<file path="src/rtl/wb_master_bridge_if.sv">
// Bundle of the core-side request/response stream and the Wishbone B4 classic master signals.
// master modport: bridge view (drives mem_req_ready, response, busy and wbm_*_o).
// slave modport: environment view (core requester plus Wishbone slave).
interface wb_master_bridge_if #(
    parameter int unsigned ADDR_W = 32,
    parameter int unsigned DATA_W = 32
);
    localparam int unsigned SEL_W = DATA_W / 8;

    // Core request stream
    logic              mem_req_valid;
    logic              mem_req_ready;
    logic              mem_we;
    logic [SEL_W-1:0]  mem_be;
    logic [ADDR_W-1:0] mem_addr;
    logic [DATA_W-1:0] mem_wdata;
    // Core response
    logic              mem_resp_valid;
    logic [DATA_W-1:0] mem_rdata;
    logic              mem_resp_err;
    logic              mem_resp_timeout;
    logic              busy;
    // Wishbone master
    logic [ADDR_W-1:0] wbm_adr_o;
    logic [DATA_W-1:0] wbm_dat_o;
    logic [DATA_W-1:0] wbm_dat_i;
    logic              wbm_we_o;
    logic [SEL_W-1:0]  wbm_sel_o;
    logic              wbm_stb_o;
    logic              wbm_cyc_o;
    logic              wbm_ack_i;
    logic              wbm_err_i;

    modport master (
        input  mem_req_valid, mem_we, mem_be, mem_addr, mem_wdata,
        input  wbm_dat_i, wbm_ack_i, wbm_err_i,
        output mem_req_ready, mem_resp_valid, mem_rdata, mem_resp_err, mem_resp_timeout, busy,
        output wbm_adr_o, wbm_dat_o, wbm_we_o, wbm_sel_o, wbm_stb_o, wbm_cyc_o
    );

    modport slave (
        output mem_req_valid, mem_we, mem_be, mem_addr, mem_wdata,
        output wbm_dat_i, wbm_ack_i, wbm_err_i,
        input  mem_req_ready, mem_resp_valid, mem_rdata, mem_resp_err, mem_resp_timeout, busy,
        input  wbm_adr_o, wbm_dat_o, wbm_we_o, wbm_sel_o, wbm_stb_o, wbm_cyc_o
    );
endinterface

</file>
<file path="src/rtl/wb_master_bridge.sv">
// Core valid/ready memory requests to Wishbone B4 classic single read/write cycles.
// Requests are queued in a REQ_DEPTH FIFO and issued one bus cycle at a time; each cycle ends on
// ACK, ERR or (TIMEOUT != 0) after TIMEOUT cycles, producing one in-order response pulse.
// Ports:
//   wb_clk_i  clock
//   wb_rst_i  asynchronous active-high reset
//   bus       wb_master_bridge_if.master: request stream, response, busy, Wishbone master
module wb_master_bridge #(
    parameter int unsigned ADDR_W    = 32,
    parameter int unsigned DATA_W    = 32,
    parameter int unsigned REQ_DEPTH = 2,
    parameter int unsigned TIMEOUT   = 256
) (
    input logic                wb_clk_i,
    input logic                wb_rst_i,
    wb_master_bridge_if.master bus
);
    localparam int unsigned SEL_W = DATA_W / 8;
    localparam int unsigned PTR_W = $clog2(REQ_DEPTH);
    localparam int unsigned CNT_W = (TIMEOUT > 1) ? $clog2(TIMEOUT) : 1;

    typedef struct packed {
        logic              we;
        logic [SEL_W-1:0]  sel;
        logic [ADDR_W-1:0] adr;
        logic [DATA_W-1:0] dat;
    } req_t;

    typedef enum logic [1:0] {
        StIdle = 2'b00,
        StBus  = 2'b01
    } state_e;

    req_t              fifo_q [REQ_DEPTH];
    logic [PTR_W-1:0]  wr_ptr_q, wr_ptr_d, rd_ptr_q, rd_ptr_d;
    logic [PTR_W:0]    count_q, count_d;
    logic              push, pop, fifo_full, fifo_empty;
    req_t              push_entry, head;

    state_e            state_q, state_d;
    logic [CNT_W-1:0]  cnt_q, cnt_d;
    logic [ADDR_W-1:0] adr_q, adr_d;
    logic [DATA_W-1:0] dat_q, dat_d;
    logic              we_q, we_d;
    logic [SEL_W-1:0]  sel_q, sel_d;
    logic              cyc_q, cyc_d;
    logic              resp_valid_q, resp_valid_d;
    logic              resp_err_q, resp_err_d;
    logic              resp_timeout_q, resp_timeout_d;
    logic [DATA_W-1:0] rdata_q, rdata_d;

    assign fifo_full  = (count_q == (PTR_W + 1)'(REQ_DEPTH));
    assign fifo_empty = (count_q == '0);
    // Ready depends only on registered state; held low while reset is asserted.
    assign bus.mem_req_ready = ~fifo_full & ~wb_rst_i;
    assign push = bus.mem_req_valid & ~fifo_full;

    always_comb begin
        push_entry.we  = bus.mem_we;
        // An empty byte mask means a full-word access.
        push_entry.sel = (bus.mem_be == '0) ? '1 : bus.mem_be;
        push_entry.adr = bus.mem_addr;
        push_entry.dat = bus.mem_wdata;
    end

    assign head = fifo_q[rd_ptr_q];

    // Storage needs no reset: pointers and count define which entries are live.
    always_ff @(posedge wb_clk_i) begin
        if (push) begin
            fifo_q[wr_ptr_q] <= push_entry;
        end
    end

    always_comb begin
        wr_ptr_d = push ? wr_ptr_q + 1'b1 : wr_ptr_q;
        rd_ptr_d = pop ? rd_ptr_q + 1'b1 : rd_ptr_q;
        count_d  = count_q + {{PTR_W{1'b0}}, push} - {{PTR_W{1'b0}}, pop};
    end

    always_comb begin
        state_d        = state_q;
        cnt_d          = cnt_q;
        adr_d          = adr_q;
        dat_d          = dat_q;
        we_d           = we_q;
        sel_d          = sel_q;
        cyc_d          = cyc_q;
        resp_valid_d   = 1'b0;
        resp_err_d     = 1'b0;
        resp_timeout_d = 1'b0;
        rdata_d        = rdata_q;
        pop            = 1'b0;
        case (state_q)
            StIdle: begin
                if (!fifo_empty) begin
                    pop     = 1'b1;
                    adr_d   = head.adr;
                    dat_d   = head.dat;
                    we_d    = head.we;
                    sel_d   = head.sel;
                    cyc_d   = 1'b1;
                    cnt_d   = '0;
                    state_d = StBus;
                end
            end
            StBus: begin
                if (bus.wbm_err_i) begin
                    cyc_d        = 1'b0;
                    we_d         = 1'b0;
                    resp_valid_d = 1'b1;
                    resp_err_d   = 1'b1;
                    rdata_d      = '0;
                    state_d      = StIdle;
                end else if (bus.wbm_ack_i) begin
                    cyc_d        = 1'b0;
                    we_d         = 1'b0;
                    resp_valid_d = 1'b1;
                    rdata_d      = we_q ? '0 : bus.wbm_dat_i;
                    state_d      = StIdle;
                end else if ((TIMEOUT != 0) && (cnt_q == CNT_W'(TIMEOUT - 1))) begin
                    cyc_d          = 1'b0;
                    we_d           = 1'b0;
                    resp_valid_d   = 1'b1;
                    resp_err_d     = 1'b1;
                    resp_timeout_d = 1'b1;
                    rdata_d        = '0;
                    state_d        = StIdle;
                end else begin
                    cnt_d = cnt_q + 1'b1;
                end
            end
            default: begin
                cyc_d   = 1'b0;
                we_d    = 1'b0;
                state_d = StIdle;
            end
        endcase
    end

    always_ff @(posedge wb_clk_i or posedge wb_rst_i) begin
        if (wb_rst_i) begin
            wr_ptr_q       <= '0;
            rd_ptr_q       <= '0;
            count_q        <= '0;
            state_q        <= StIdle;
            cnt_q          <= '0;
            adr_q          <= '0;
            dat_q          <= '0;
            we_q           <= 1'b0;
            sel_q          <= '0;
            cyc_q          <= 1'b0;
            resp_valid_q   <= 1'b0;
            resp_err_q     <= 1'b0;
            resp_timeout_q <= 1'b0;
            rdata_q        <= '0;
        end else begin
            wr_ptr_q       <= wr_ptr_d;
            rd_ptr_q       <= rd_ptr_d;
            count_q        <= count_d;
            state_q        <= state_d;
            cnt_q          <= cnt_d;
            adr_q          <= adr_d;
            dat_q          <= dat_d;
            we_q           <= we_d;
            sel_q          <= sel_d;
            cyc_q          <= cyc_d;
            resp_valid_q   <= resp_valid_d;
            resp_err_q     <= resp_err_d;
            resp_timeout_q <= resp_timeout_d;
            rdata_q        <= rdata_d;
        end
    end

    assign bus.wbm_adr_o        = adr_q;
    assign bus.wbm_dat_o        = dat_q;
    assign bus.wbm_we_o         = we_q;
    assign bus.wbm_sel_o        = sel_q;
    assign bus.wbm_cyc_o        = cyc_q;
    assign bus.wbm_stb_o        = cyc_q;
    assign bus.mem_resp_valid   = resp_valid_q;
    assign bus.mem_resp_err     = resp_err_q;
    assign bus.mem_resp_timeout = resp_timeout_q;
    assign bus.mem_rdata        = rdata_q;
    assign bus.busy             = ~fifo_empty | (state_q == StBus);

endmodule

</file>
<file path="src/flat_wrapper.sv">
// flat-port wrapper written by rule: the top's interface ports become plain ports
module wb_master_bridge_flat 
#(
    parameter int unsigned ADDR_W    = 32,
    parameter int unsigned DATA_W    = 32,
    parameter int unsigned REQ_DEPTH = 2,
    parameter int unsigned TIMEOUT   = 256
)
  (wb_clk_i, wb_rst_i, bus_mem_req_valid, bus_mem_we, bus_mem_be, bus_mem_addr, bus_mem_wdata, bus_wbm_dat_i, bus_wbm_ack_i, bus_wbm_err_i, bus_mem_req_ready, bus_mem_resp_valid, bus_mem_rdata, bus_mem_resp_err, bus_mem_resp_timeout, bus_busy, bus_wbm_adr_o, bus_wbm_dat_o, bus_wbm_we_o, bus_wbm_sel_o, bus_wbm_stb_o, bus_wbm_cyc_o);
  wb_master_bridge_if #(.ADDR_W(ADDR_W), .DATA_W(DATA_W)) bus_i ();
  input logic wb_clk_i;
  input logic wb_rst_i;
  input wire logic [$bits(bus_i.mem_req_valid)-1:0] bus_mem_req_valid;
  input wire logic [$bits(bus_i.mem_we)-1:0] bus_mem_we;
  input wire logic [$bits(bus_i.mem_be)-1:0] bus_mem_be;
  input wire logic [$bits(bus_i.mem_addr)-1:0] bus_mem_addr;
  input wire logic [$bits(bus_i.mem_wdata)-1:0] bus_mem_wdata;
  input wire logic [$bits(bus_i.wbm_dat_i)-1:0] bus_wbm_dat_i;
  input wire logic [$bits(bus_i.wbm_ack_i)-1:0] bus_wbm_ack_i;
  input wire logic [$bits(bus_i.wbm_err_i)-1:0] bus_wbm_err_i;
  output wire logic [$bits(bus_i.mem_req_ready)-1:0] bus_mem_req_ready;
  output wire logic [$bits(bus_i.mem_resp_valid)-1:0] bus_mem_resp_valid;
  output wire logic [$bits(bus_i.mem_rdata)-1:0] bus_mem_rdata;
  output wire logic [$bits(bus_i.mem_resp_err)-1:0] bus_mem_resp_err;
  output wire logic [$bits(bus_i.mem_resp_timeout)-1:0] bus_mem_resp_timeout;
  output wire logic [$bits(bus_i.busy)-1:0] bus_busy;
  output wire logic [$bits(bus_i.wbm_adr_o)-1:0] bus_wbm_adr_o;
  output wire logic [$bits(bus_i.wbm_dat_o)-1:0] bus_wbm_dat_o;
  output wire logic [$bits(bus_i.wbm_we_o)-1:0] bus_wbm_we_o;
  output wire logic [$bits(bus_i.wbm_sel_o)-1:0] bus_wbm_sel_o;
  output wire logic [$bits(bus_i.wbm_stb_o)-1:0] bus_wbm_stb_o;
  output wire logic [$bits(bus_i.wbm_cyc_o)-1:0] bus_wbm_cyc_o;
  assign bus_i.mem_req_valid = bus_mem_req_valid;
  assign bus_i.mem_we = bus_mem_we;
  assign bus_i.mem_be = bus_mem_be;
  assign bus_i.mem_addr = bus_mem_addr;
  assign bus_i.mem_wdata = bus_mem_wdata;
  assign bus_i.wbm_dat_i = bus_wbm_dat_i;
  assign bus_i.wbm_ack_i = bus_wbm_ack_i;
  assign bus_i.wbm_err_i = bus_wbm_err_i;
  assign bus_mem_req_ready = bus_i.mem_req_ready;
  assign bus_mem_resp_valid = bus_i.mem_resp_valid;
  assign bus_mem_rdata = bus_i.mem_rdata;
  assign bus_mem_resp_err = bus_i.mem_resp_err;
  assign bus_mem_resp_timeout = bus_i.mem_resp_timeout;
  assign bus_busy = bus_i.busy;
  assign bus_wbm_adr_o = bus_i.wbm_adr_o;
  assign bus_wbm_dat_o = bus_i.wbm_dat_o;
  assign bus_wbm_we_o = bus_i.wbm_we_o;
  assign bus_wbm_sel_o = bus_i.wbm_sel_o;
  assign bus_wbm_stb_o = bus_i.wbm_stb_o;
  assign bus_wbm_cyc_o = bus_i.wbm_cyc_o;
  wb_master_bridge #(.ADDR_W(ADDR_W), .DATA_W(DATA_W), .REQ_DEPTH(REQ_DEPTH), .TIMEOUT(TIMEOUT)) u_core (.wb_clk_i(wb_clk_i), .wb_rst_i(wb_rst_i), .bus(bus_i));
endmodule
</file>
<file path="config.mk">
export PLATFORM = sky130hd
export DESIGN_NAME = wb_master_bridge_flat
export DESIGN_NICKNAME = d
export VERILOG_FILES = /design/src/rtl/wb_master_bridge_if.sv /design/src/rtl/wb_master_bridge.sv /design/src/flat_wrapper.sv
export SDC_FILE = /design/constraint.sdc
export NUM_CORES = 1
export LEC_CHECK = 0
export BUFFER_PORTS_ARGS = -buffer_cell sky130_fd_sc_hd__buf_2
export CAP_MARGIN = 20
export CORE_ASPECT_RATIO = 1.4
export CORE_UTILIZATION = 44
export CTS_BUF_LIST = sky130_fd_sc_hd__clkbuf_8
export DETAILED_ROUTE_END_ITERATION = 12
export PLACE_DENSITY_LB_ADDON = 0.15
export SYNTH_ARGS = -nofsm -noshare
export SYNTH_HDL_FRONTEND = slang
export SYNTH_SLANG_ARGS = --single-unit
</file>
<file path="constraint.sdc">
create_clock -name wb_clk_i -period 4.27 [get_ports wb_clk_i]
set_input_delay 0.2135 -clock wb_clk_i [delete_from_list [all_inputs] [get_ports wb_clk_i]]
set_output_delay 0.2135 -clock wb_clk_i [all_outputs]
set_load 0.05 [all_outputs]
</file>
==> reports/results.ini <==
[floorplanning]
core_area_um2 = 21300
boundaryPins = 214
die_x_um = 127
dieArea_um2 = 22500
die_y_um = 177
num_rows = 63
initial_core_util_pct = 45.2

[timing]
setup_slack_ns = 1.71
setup_viol = 0
drv_slew = 0
hold_violations = 0
fin_crit_sh_pct = 60.0
worstMarginPinSlew_ns = 1.08
timing.final.crit_period_ns = 2.56
whs_ns = 0.0513
rsz0062_at_grt = false
tns_ns = 0
worst_clock_skew_ns = 0.0136
timing.fmax_mhz = 390
relSlewSlack_pct = 27.8

[routing]
dr.pass1.iters = 4
final_antenna_net_count = 0
vias = 6274
routed_wl_um = 20800
drc_errors = 0
viasPerCell = 4.87
drt_iter0_drc = 204
routedWlPerCell_um = 16.2

[logic_synthesis]
synth_area_per_cell_um2 = 14.6
synth_top_family_by_area = multiplexers
yosysSeqAreaShare_pct = 73.5
syn-num-nets = 770
synth_compound_area_share_pct = 5.63
synthCells = 661
yosys.area_share.adder_pct = 0.390
muxShareOfSynthArea_pct = 10.5
synth-warning-count = 0
synth-seq-cells = 255
ys_types = 42
netlist_area_um2 = 9630
synth_xor_area_share_pct = 0.364
ys.flop_type = edfxtp_1
synthSimpleGateAreaFrac_pct = 6.16
synthArstFlopShare_pct = 45.9
synth_edf_count = 138

[layout]
drive_above_1_share_pct = 28.6
final_cells = 1288
area_growth_syn_to_layout_pct = 32.6
area.sequential_um2 = 7080
fin_nets = 1105
fillCellCount = 1681
multi_input_area_um2 = 2240

[clock_tree]
htreeDepth = 2
clk_latency_ns = 0.53
clockBufferDepth = 3
clock-root-buffer = clkbuf_8
cts_resized = 0
clock_sinks = 255
cts_buffers = 41
clk_pin_slew_ns = 0.06
cts_setup_buffers = 0
cts_tree = yes

[outcome]
status = finished, final reports clean

[hold_path]
hold_path_end = u_core.fifo_q[1][65]
hold_path_startpoint = bus_mem_be[0]
holdPathStages = 2
hold_class = in2reg

[global_route]
grtUsageTotal_pct = 19.2
grt_pass1_wl_um = 33600
grt.overflow.total = 0
grt_antenna_before_repair = 2
grt_max_degree = 75
grt_pass1_vias = 6867

[placed_design]
dp.cells = 1108
dp_hpwl_um = 12400
portBuffers = 213
gp_congestion = 0.736
dp_slack_ns = 1.66

[setup_path]
slowest_delay_ns = 0.70
crit_fanout = 74
arrival_ns = 3.00
required_ns = 4.70
r2r_slack_ns = 1.71
worstRegToRegCells = 4
reg2reg_from = u_core.bus.wbm_cyc_o
endpoint_kind = register
startpoint_type = register
critPathKind = reg2reg
crit_chain = or2_4 -> buf_4 -> nand2_4 -> a31oi_1
worstReg2RegEnd = u_core.cnt_q[5]
worst_path_max_delay_cell = or2_4

[power]
p_leak_nw = 5.77
p_total_mw = 9.74
peakVddDrop_v = 0.000416
powerDensity_nw_per_um2 = 763

[run]
max_cap_violations = 0

-- per-stage QoR --
stage                     instance area, µm²  util, %
after floorplan                         9630        -
after global placement                 10900     51.3
after detailed placement               10900     51.3
after CTS                              12700     59.8
after global routing                   12800     60.0
final                                  12800     60.0
-- layout make-up --
cell class | instances | share of cell area [%]
inverters | 38 | 1.14
diodes | 2 | 0.0392
clock buffers | 46 | 4.96
multi-input cells | 336 | 17.5
clock inverters | 27 | 1.17
well taps | 260 | 2.55
repair buffers | 324 | 17.2
flip-flops and latches | 255 | 55.4
-- critical path, delay by kind of cell (launching register included) --
family	cells	cell delay (ns)
and+or+nand+nor	2	0.83
DFF	1	0.67
buffers and inverters	1	0.69
AOI/OAI and AO/OA	1	0.27
-- layout by cell type, fill, tap and decap left out, types with 2 or more instances in the layout --
cell type	Yosys	final
buf_2	16	213
edfxtp_1	138	138
dfrtp_1	117	116
nand2_1	109	109
dlygate4sd3_1	0	103
mux2i_1	101	101
o21ai_1	69	69
inv_1	36	52
clkbuf_8	0	46
nand3_1	6	6
buf_4	1	5
a31oi_1	4	4
o21bai_1	4	4
xnor2_1	4	4
nor3_1	4	4
a41oi_1	3	3
ha_1	3	3
clkinv_2	0	3
diode_2	0	2
nor2_1	3	2
inv_2	2	2
a21oi_1	2	2
o21ai_0	2	2
or2_2	2	2
clkinvlp_4	0	2
inv_6	0	2
clkinv_1	0	2
buf_12	0	2
-- cell usage after synthesis, types with 2 or more instances --
cell type	number	area (µm²)
buf_8	4	60.1
a21oi_1	2	10.0
nand3_1	6	30.0
dfrtp_1	117	2930
edfxtp_1	138	4140
a41oi_1	3	26.3
clkbuf_1	10	37.5
a31oi_1	4	25.0
nor3_1	4	20.0
inv_2	2	7.51
o21ai_1	69	345
nor2_1	3	11.3
or2_2	2	12.5
nand2_1	109	409
mux2i_1	101	1010
xnor2_1	4	35.0
o21ai_0	2	10.0
and3_1	2	12.5
o21bai_1	4	30.0
ha_1	3	37.5
buf_2	16	80.1
inv_1	36	135
-- kinds of logic after synthesis --
kind of cell | count (synthesis)
flip-flops | 255
AND/OR/NAND/NOR | 136
multiplexers | 101
AO/OA/AOI/OAI | 92
buffers and inverters | 70
XOR/XNOR | 4
adder cells (fa/ha/maj) | 3
-- how the worst max path moves through the flow --
stage                         startpoint             endpoint  depth (start not counted)
floorplan              u_core.count_q[1]  u_core.fifo_q[0][0]                          3
global placement    u_core.bus.wbm_cyc_o      u_core.cnt_q[5]                          4
detailed placement  u_core.bus.wbm_cyc_o      u_core.cnt_q[6]                          4
CTS                 u_core.bus.wbm_cyc_o      u_core.cnt_q[5]                          4
global route        u_core.bus.wbm_cyc_o      u_core.cnt_q[5]                          4
finish              u_core.bus.wbm_cyc_o      u_core.cnt_q[5]                          4
-- state kept, by name (all words and copies together), names as in the netlist --
| register | cells |
|---|---|
| u_core.rd_ptr_q | 1 |
| u_core.bus.mem_resp_timeout | 1 |
| u_core.bus.wbm_dat_o | 32 |
| u_core.bus.mem_resp_err | 1 |
| u_core.bus.wbm_cyc_o | 1 |
| u_core.bus.wbm_adr_o | 32 |
| u_core.bus.mem_resp_valid | 1 |
| u_core.bus.wbm_we_o | 1 |
| u_core.count_q | 2 |
| u_core.wr_ptr_q | 1 |
| u_core.bus.mem_rdata | 32 |
| u_core.bus.wbm_sel_o | 4 |
| u_core.cnt_q | 8 |
| u_core.fifo_q | 138 |
-- metal layers --
layer  track usage (%)  part of all wire (%)  vias up
li1                  -                     -     3010
met1              21.3                    40     3003
met2              34.5                    51      219
met3              5.56                   7.0       42
met4              7.39                   2.2        0
met5                 0                     0        -
-- where the power goes --
group / switching (mW) / leakage [nW] / internal (mW) / total (mW)
Combinational: 2.79 / 2.54 / 1.07 / 3.85
Clock: 0.918 / 0.460 / 1.05 / 1.97
Sequential: 0.481 / 2.77 / 3.43 / 3.91
Total: 4.18 / 5.77 / 5.55 / 9.74
-- what timing repair did --
item,CTS,global route
setup endpoints to repair,0,0
hold buffers,103,0
endpoints found under the hold margin,220,0
Note: power is estimated with default switching activity, not from simulation.
